$ cat src/rtl/dp_pkg.sv
// Shared datapath parameters, instruction field layout and arbiter FSM states.
package dp_pkg;

  localparam int unsigned DW  = 8;
  localparam int unsigned AW  = 2;
  localparam int unsigned OPW = 3;
  localparam int unsigned IW  = OPW + 3 * AW;

  // Instruction layout: {opcode, ra1, ra2, wa}
  localparam int unsigned WaLsb  = 0;
  localparam int unsigned Ra2Lsb = AW;
  localparam int unsigned Ra1Lsb = 2 * AW;
  localparam int unsigned OpLsb  = 3 * AW;

  typedef enum logic [1:0] {
    StIdle,
    StIssue,
    StResp
  } arb_state_e;

endpackage

$ cat src/rtl/dp_arbiter_rr_arbiter2.sv
// Two-way round-robin choice; the last-grant pointer lives in the parent.
module rr_arbiter2 (
  input  logic [1:0] req_valid,
  input  logic       last_grant,
  output logic       grant_valid,
  output logic       grant
);

  always_comb begin
    grant_valid = |req_valid;
    case (req_valid)
      2'b01:   grant = 1'b0;
      2'b10:   grant = 1'b1;
      default: grant = ~last_grant;
    endcase
  end

endmodule

$ cat src/rtl/dp_arbiter.sv
// Shares the RegFile/ALU datapath between the control unit (0) and the host port (1),
// one instruction in flight at a time, with the result returned on a valid/ready channel.
module dp_arbiter #(
  parameter int unsigned DW  = 8,
  parameter int unsigned AW  = 2,
  parameter int unsigned OPW = 3,
  parameter int unsigned IW  = OPW + 3 * AW
) (
  input  logic           clk,
  input  logic           reset,
  input  logic [1:0]     req_valid,
  input  logic [IW-1:0]  req_instr0,
  input  logic [IW-1:0]  req_instr1,
  output logic [1:0]     req_ready,
  output logic [1:0]     rsp_valid,
  output logic [DW-1:0]  rsp_data,
  input  logic [1:0]     rsp_ready,
  output logic [OPW-1:0] dp_opcode,
  output logic [AW-1:0]  dp_ra1,
  output logic [AW-1:0]  dp_ra2,
  output logic [AW-1:0]  dp_wa,
  output logic           dp_we,
  input  logic [DW-1:0]  dp_y,
  output logic           busy,
  output logic           grant_id
);

  import dp_pkg::*;

  arb_state_e    state_q;
  logic          last_grant_q;
  logic          grant_id_q;
  logic [IW-1:0] instr_q;
  logic [DW-1:0] rsp_data_q;

  logic arb_valid;
  logic arb_grant;

  rr_arbiter2 u_rr_arbiter2 (
    .req_valid   (req_valid),
    .last_grant  (last_grant_q),
    .grant_valid (arb_valid),
    .grant       (arb_grant)
  );

  always_ff @(posedge clk) begin
    if (!reset) begin
      state_q      <= StIdle;
      last_grant_q <= 1'b1;
      grant_id_q   <= 1'b0;
      instr_q      <= '0;
      rsp_data_q   <= '0;
    end else begin
      unique case (state_q)
        StIdle: begin
          if (arb_valid) begin
            instr_q      <= arb_grant ? req_instr1 : req_instr0;
            grant_id_q   <= arb_grant;
            last_grant_q <= arb_grant;
            state_q      <= StIssue;
          end
        end
        StIssue: begin
          // RegFile writes on this same edge, so dp_y is still the pre-write read.
          rsp_data_q <= dp_y;
          state_q    <= StResp;
        end
        StResp: begin
          if (rsp_ready[grant_id_q]) state_q <= StIdle;
        end
        default: state_q <= StIdle;
      endcase
    end
  end

  // Handshake outputs are forced low while reset is asserted, aborting any transaction.
  always_comb begin
    req_ready = 2'b00;
    rsp_valid = 2'b00;
    if (reset && (state_q == StIdle) && arb_valid) req_ready[arb_grant] = 1'b1;
    if (reset && (state_q == StResp)) rsp_valid[grant_id_q] = 1'b1;
  end

  assign dp_we     = reset && (state_q == StIssue);
  assign busy      = reset && (state_q != StIdle);
  assign grant_id  = grant_id_q;
  assign rsp_data  = rsp_data_q;
  assign dp_opcode = instr_q[OpLsb +: OPW];
  assign dp_ra1    = instr_q[Ra1Lsb +: AW];
  assign dp_ra2    = instr_q[Ra2Lsb +: AW];
  assign dp_wa     = instr_q[WaLsb +: AW];

endmodule

$ cat config.mk
export PLATFORM = sky130hd
export DESIGN_NAME = dp_arbiter
export DESIGN_NICKNAME = d
export VERILOG_FILES = /design/src/rtl/dp_pkg.sv /design/src/rtl/dp_arbiter_rr_arbiter2.sv /design/src/rtl/dp_arbiter.sv
export SDC_FILE = /design/constraint.sdc
export NUM_CORES = 1
export LEC_CHECK = 0
export ABC_AREA = 1
export CAP_MARGIN = 40
export CELL_PAD_IN_SITES_DETAIL_PLACEMENT = 0
export CELL_PAD_IN_SITES_GLOBAL_PLACEMENT = 2
export CORE_UTILIZATION = 20
export CTS_CLUSTER_SIZE = 8
export DETAILED_ROUTE_END_ITERATION = 8
export PLACE_DENSITY = 0.91
export SKIP_LAST_GASP = 1
export SYNTH_ARGS = -nofsm -noshare
export SYNTH_HDL_FRONTEND = slang
export SYNTH_SLANG_ARGS = --single-unit
$ cat constraint.sdc
create_clock -name clk -period 1.7 [get_ports clk]
set_input_delay 0.34 -clock clk [delete_from_list [all_inputs] [get_ports clk]]
set_output_delay 0.34 -clock clk [all_outputs]
set_load 0.02 [all_outputs]
==> results.yml, run 1 <==
power:
  p_comb_share_pct: 39.0
  p_int_mw: 1.00
  power_density_nw_per_um2: 796
  switching_power_uw: 496
  ir_drop_mv: 0.288
  design_power_total_mw: 1.50
  clkPwrFrac_pct: 22.0
  sw_frac_of_total_pct: 33.1
  seqPwrFrac_pct: 39.0
  p_leak_nw: 0.867
grt:
  antenna_found_initial: 0
  grt_pass1_wl_um: 5400
  grt_start_max_net_pins: 13
  grt_remaining_overflow: 0
  grtUsageTotal_pct: 11.8
  grt_pass1_vias: 1179
clocking:
  postCtsHoldBufs: 0
  cts_tree: "yes"
  clkSinkCount: 21
  htree_num_levels: 1
  cts.clk_slew.worst_paths_ns: 0.07
  clk_latency_ns: 0.26
  cts.path.max_buffers: 2
  cts-root-buf: "clkbuf_8"
  cts_made_buffers: 3
yosys:
  synth_xor_area_share_pct: 0
  synth-warning-count: 0
  synth_top_family_by_area: "simple AND/OR/NAND/NOR gates"
  netlist_instances: 154
  avgSynthCellArea_um2: 7.13
  yosys.cell_types.count: 18
  synth_compound_area_share_pct: 11.4
  synthesis.area_um2: 1100
  synthSimpleGateAreaFrac_pct: 32.0
  synth_fa_ha_area_share_pct: 3.42
  yosys_register_bits: 21
  yosys-mux-area-fraction_pct: 0
  synth_nets: 189
  yosysSeqAreaShare_pct: 38.3
placement:
  place_ws_ns: -0.790
  portBuffers: 55
  dp_hpwl_um: 2320
  place.gp.congestion: 0.718
finish:
  fin_nets: 261
  final_cell_mix: "clkdlybuf4s50_1, nand3_1, inv_1, dfxtp_1, nor2_1"
  layout-drive-gt1-share_pct: 24.0
  syn_to_final_growth_pct: 71.5
  layout_commonest_cell: "clkdlybuf4s50_1"
  fin_util_pct: 36.2
  n_antenna_cell: 0
die:
  pin_count: 56
  start_util_pct: 21.1
  die_w_um: 76.1
  dieArea_um2: 5790
  std_cell_rows: 26
  core-area_um2: 5200
  die_h_um: 76.1
flow_run:
  maxCapViolations: 0
sta:
  maxSlewHeadroom_pct: 83.0
  setup_viol: 0
  period_needed_ns: 1.65
  grt_setup_unrepaired: "true"
  max_freq_mhz: 606
  worst_pin_slew_ns: 0.254
  hold_viol: 0
  skew_ns: 0.00568
  final.setup.worst_slack_ns: 0.0487
  timing.final.crit_share_pct: 97.1
  drv_slew: 0
worst_setup_path:
  cp.required_ns: 1.36
  startpoint_type: "input port"
  r2r-end: "rsp_data[3]"
  ff2ff_path_depth: 7
  r2r_slack_ns: 0.55
  regToRegStartpoint: "state_q[1]"
  setup.worst_path.end_class: "output pin"
  crit_end: "req_ready[0]"
  worstPathArrival_ns: 1.31
  cp-startpoint: "req_valid[0]"
  crit_fanout: 4
  crit_type: "in -> out"
routing:
  dr.first_iter.drc_count: 29
  route.detailed.drc: 0
  wire_per_inst_um: 10.8
  wirelength_um: 3190
  ant_nets: 0
  firstDrtPassIters: 4
  num_vias: 1174
  via_per_inst: 3.98
min_path:
  min_path_type: "reg -> reg"
  min_from: "rsp_data[4]"
outcome:
  run_status: "complete, no violations"
[critical path: stages]
cell	delay, ns
clkdlybuf4s15_1	0.17
inv_2	0.05
ha_4	0.25
buf_4	0.13
nand2_2	0.06
and3_4	0.19
buf_6	0.11
[routing by layer]
layer  global-route usage [%]  share of wire [%]
met3                     2.99                6.8
met1                     14.1                 47
met5                        0                  0
met4                     4.04               0.66
met2                     20.4                 45
[power by group through the flow]
stage	logic [mW]	registers, mW	clock network [mW]
2_1_floorplan	0.246	0.654	0
3_5_place_dp	0.573	0.595	0
3_3_place_gp	0.571	0.595	0
5_1_grt	0.639	0.594	0.387
6_report	0.583	0.584	0.330
4_1_cts	0.582	0.584	0.345
[sequential cells by signal, indices dropped and copies added, names as in the netlist]
| register | flops |
|---|---|
| grant_id | 1 |
| instr_q | 9 |
| last_grant_q | 1 |
| rsp_data | 8 |
| state_q | 2 |
[layout make-up]
cell class | count | area (um^2)
fill | 563 | 3320
timing repair buffer | 72 | 666
multi-input combinational | 98 | 544
sequential | 21 | 420
inverter | 30 | 118
tap | 70 | 87.6
clock buffer | 3 | 41.3
clock inverter | 1 | 5.00
[how the worst min path moves through the flow]
stage,endpoint,slack (ns),depth (start not counted)
after CTS,rsp_data[6],0.49,2
after detailed placement,rsp_data[1],0.47,2
after global routing,rsp_data[1],0.51,2
final,rsp_data[4],0.48,2
after global placement,rsp_data[1],0.46,2
after floorplan,last_grant_q,0.48,2
[through the flow]
| stage | cell area, um^2 | setup TNS [ns] | hold slack (ns) | cells |
|---|---|---|---|---|
| finish | 1880 | 0 | 0.484 | 295 |
| global route | 1880 | -0.0205 | 0.508 | 295 |
| global placement | 1810 | -4.74 | 0.464 | 290 |
| detailed placement | 1810 | -4.92 | 0.473 | 290 |
| floorplan | 1100 | 0 | 0.483 | 154 |
| CTS | 1870 | 0 | 0.490 | 294 |
[Yosys cell counts]
cell | instances | area, um^2
nand3_1 | 29 | 145
inv_1 | 26 | 97.6
dfxtp_1 | 21 | 420
nor2_1 | 21 | 78.8
nand2_1 | 17 | 63.8
a21oi_2 | 8 | 70.1
o21ai_1 | 8 | 40.0
nand2_2 | 4 | 25.0
a21oi_1 | 3 | 15.0
buf_4 | 3 | 22.5
ha_1 | 3 | 37.5
buf_6 | 2 | 22.5
inv_2 | 2 | 7.51
inv_4 | 2 | 12.5
nor3_1 | 2 | 10.0
and3_1 | 1 | 6.26
nand2_4 | 1 | 11.3
nor2_4 | 1 | 11.3
[logic make-up (layout without fill, tap and decap cells)]
logic type	after synthesis	count (layout)
buffers and inverters	35	106
AOI/OAI and AO/OA	19	19
adders and majority gates	3	3
and+or+nand+nor	76	76
DFF	21	21
[repair_timing]
item,in CTS,in global routing
gates resized for setup,31,11
hold endpoints to repair,0,0
pin swaps,3,5
endpoints found under the setup margin,6,6
setup buffers,0,1
No activity file was read; power rests on OpenSTA's default activity.
==> run 2: changes to the inputs <==
- CTS_CLUSTER_DIAMETER: not set -> 30
- REMOVE_ABC_BUFFERS: not set -> 1
==> run 2 against run 1 <==
Power decreased by 1.2%. Via count decreased by 0.85%. Count of clock-buffer cells in the layout increased by 1. Cell area decreased by 1.5%. Maximum frequency increased by 5.3%. Utilization decreased by 0.53 points. Global-route usage decreased by 0.57 points. Worst setup slack improved by 0.083 ns. Combinational power decreased by 3%. Die area unchanged. Clock skew decreased by 0.0049 ns. Sequential power about the same. Critical path type is now reg -> out.
==> results.yml, run 2 (synthesis gave the netlist of run 1 again) <==
finish:
  final_cell_mix: "clkdlybuf4s50_1, nand3_1, inv_1, dfxtp_1, buf_4"
  fin_nets: 262
  multi_input_area_um2: 529
  layout-drive-gt1-share_pct: 22.6
  largest_register_ffs: 9
  layout_commonest_cell: "clkdlybuf4s50_1"
  syn_to_final_growth_pct: 69.0
  stdcell_area_um2: 1850
  n_fill_cell: 572
  n_antenna_cell: 0
  top_register: "instr_q"
  final_cell_count_no_fill: 296
  regArea_um2: 420
placement:
  place_ws_ns: -0.797
  post_dp_cell_area_um2: 1830
  place.gp.congestion: 0.681
  dp_hpwl_um: 2370
  portBuffers: 55
  placed_cells: 292
sta:
  maxSlewHeadroom_pct: 83.9
  worst_pin_slew_ns: 0.241
  final.setup.worst_slack_ns: 0.132
  setup_viol: 0
  timing.final.crit_share_pct: 92.2
  period_needed_ns: 1.57
  grt_setup_unrepaired: "false"
  hold_viol: 0
  max_freq_mhz: 638
  skew_ns: 0.000808
  drv_slew: 0
clocking:
  htree_num_levels: 1
  cts-root-buf: "clkbuf_8"
  cts.path.max_buffers: 2
  clk_latency_ns: 0.26
  postCtsHoldBufs: 0
  clkSinkCount: 21
  cts_tree: "yes"
  cts.clk_slew.worst_paths_ns: 0.08
  cts_made_buffers: 3
die:
  core-area_um2: 5200
  std_cell_rows: 26
  pin_count: 56
  die_h_um: 76.1
  die_w_um: 76.1
  start_util_pct: 21.1
  dieArea_um2: 5790
grt:
  grtUsageTotal_pct: 11.2
  grt_pass1_vias: 1135
  grt_remaining_overflow: 0
  grt_pass1_wl_um: 5120
  antenna_found_initial: 0
  grt_start_max_net_pins: 12
min_path:
  whs_path_depth: 3
  min_path_type: "in -> reg"
  hold_end: "state_q[0]"
  min_from: "reset"
power:
  ir_drop_mv: 0.263
  power_density_nw_per_um2: 798
  design_power_total_mw: 1.48
  p_leak_nw: 0.865
worst_setup_path:
  path_delay_family: "buffers and inverters"
  crit_chain: "clkdlybuf4s50_1"
  r2r_slack_ns: 0.55
  crit_fanout: 2
  setup.worst_path.end_class: "output pin"
  regToRegStartpoint: "state_q[1]"
  crit_buf_inv: 1
  startpoint_type: "register"
  r2r-end: "rsp_data[3]"
  cp-startpoint: "instr_q[6]"
  crit_type: "reg -> out"
  cp.required_ns: 1.36
  ff2ff_path_depth: 7
  crit_slowest_cell: "clkdlybuf4s50_1"
  cpPeakStageDelay_ns: 0.62
  worstPathArrival_ns: 1.23
routing:
  ant_nets: 0
  num_vias: 1164
  dr.first_iter.drc_count: 38
  wire_per_inst_um: 10.5
  wirelength_um: 3110
  route.detailed.drc: 0
  via_per_inst: 3.93
  firstDrtPassIters: 4
outcome:
  run_status: "complete, no violations"
flow_run:
  maxCapViolations: 0
run 2: cell types whose count changed in the layout (fill, tap and decap cells not counted), sizes merged:
cell and delta:
clkinv -1, dlygate4sd2 -1, buf +3, clkdlybuf4s15 -2
clkbuf +2
run 2: final cells by class:
class | instances | area share [%]
Multi-Input combinational cell | 98 | 28.5
Timing Repair Buffer | 73 | 35.3
Clock buffer | 4 | 2.43
Sequential cell | 21 | 22.7
Tap cell | 70 | 4.72
Inverter | 30 | 6.34
run 2: worst max path at each step:
stage | endpoint | slack (ns) | cells after the start
5_1_grt | dp_ra2[1] | 0.07 | 1
2_1_floorplan | req_ready[1] | -0.005 | 7
3_3_place_gp | req_ready[1] | -0.77 | 9
6_report | dp_opcode[0] | 0.13 | 1
3_5_place_dp | req_ready[1] | -0.80 | 9
4_1_cts | req_ready[1] | -0.02 | 9
run 2: power breakdown:
part           internal [mW]  leakage, nW  switching, mW
registers              0.550        0.174         0.0331
clock network          0.167       0.0228          0.164
logic                  0.278        0.668          0.288
total                  0.995        0.865          0.484
run 2: metrics by stage:
step | hold WS, ns | TNS (ns) | util, %
3_5_place_dp | 0.470 | -4.90 | 35.1
4_1_cts | 0.490 | -0.0157 | 35.7
6_report | 0.419 | 0 | 35.6
2_1_floorplan | 0.424 | -0.00536 | -
3_3_place_gp | 0.464 | -4.66 | 35.1
5_1_grt | 0.423 | 0 | 35.6
run 2: what timing repair did:
item,4_1_cts,5_1_grt
cloned,0,0
buffers inserted,0,0
pin swaps,2,5
gates resized for setup,35,6
setup endpoints to repair,7,3
run 2: per-layer routing:
layer | part of all wire [%] | global-route usage, % | vias up
met5 | 0 | 0 | -
li1 | - | - | 624
met1 | 45 | 13.2 | 494
met3 | 6.6 | 2.99 | 4
met4 | 1.0 | 3.46 | 0
met2 | 47 | 19.8 | 42
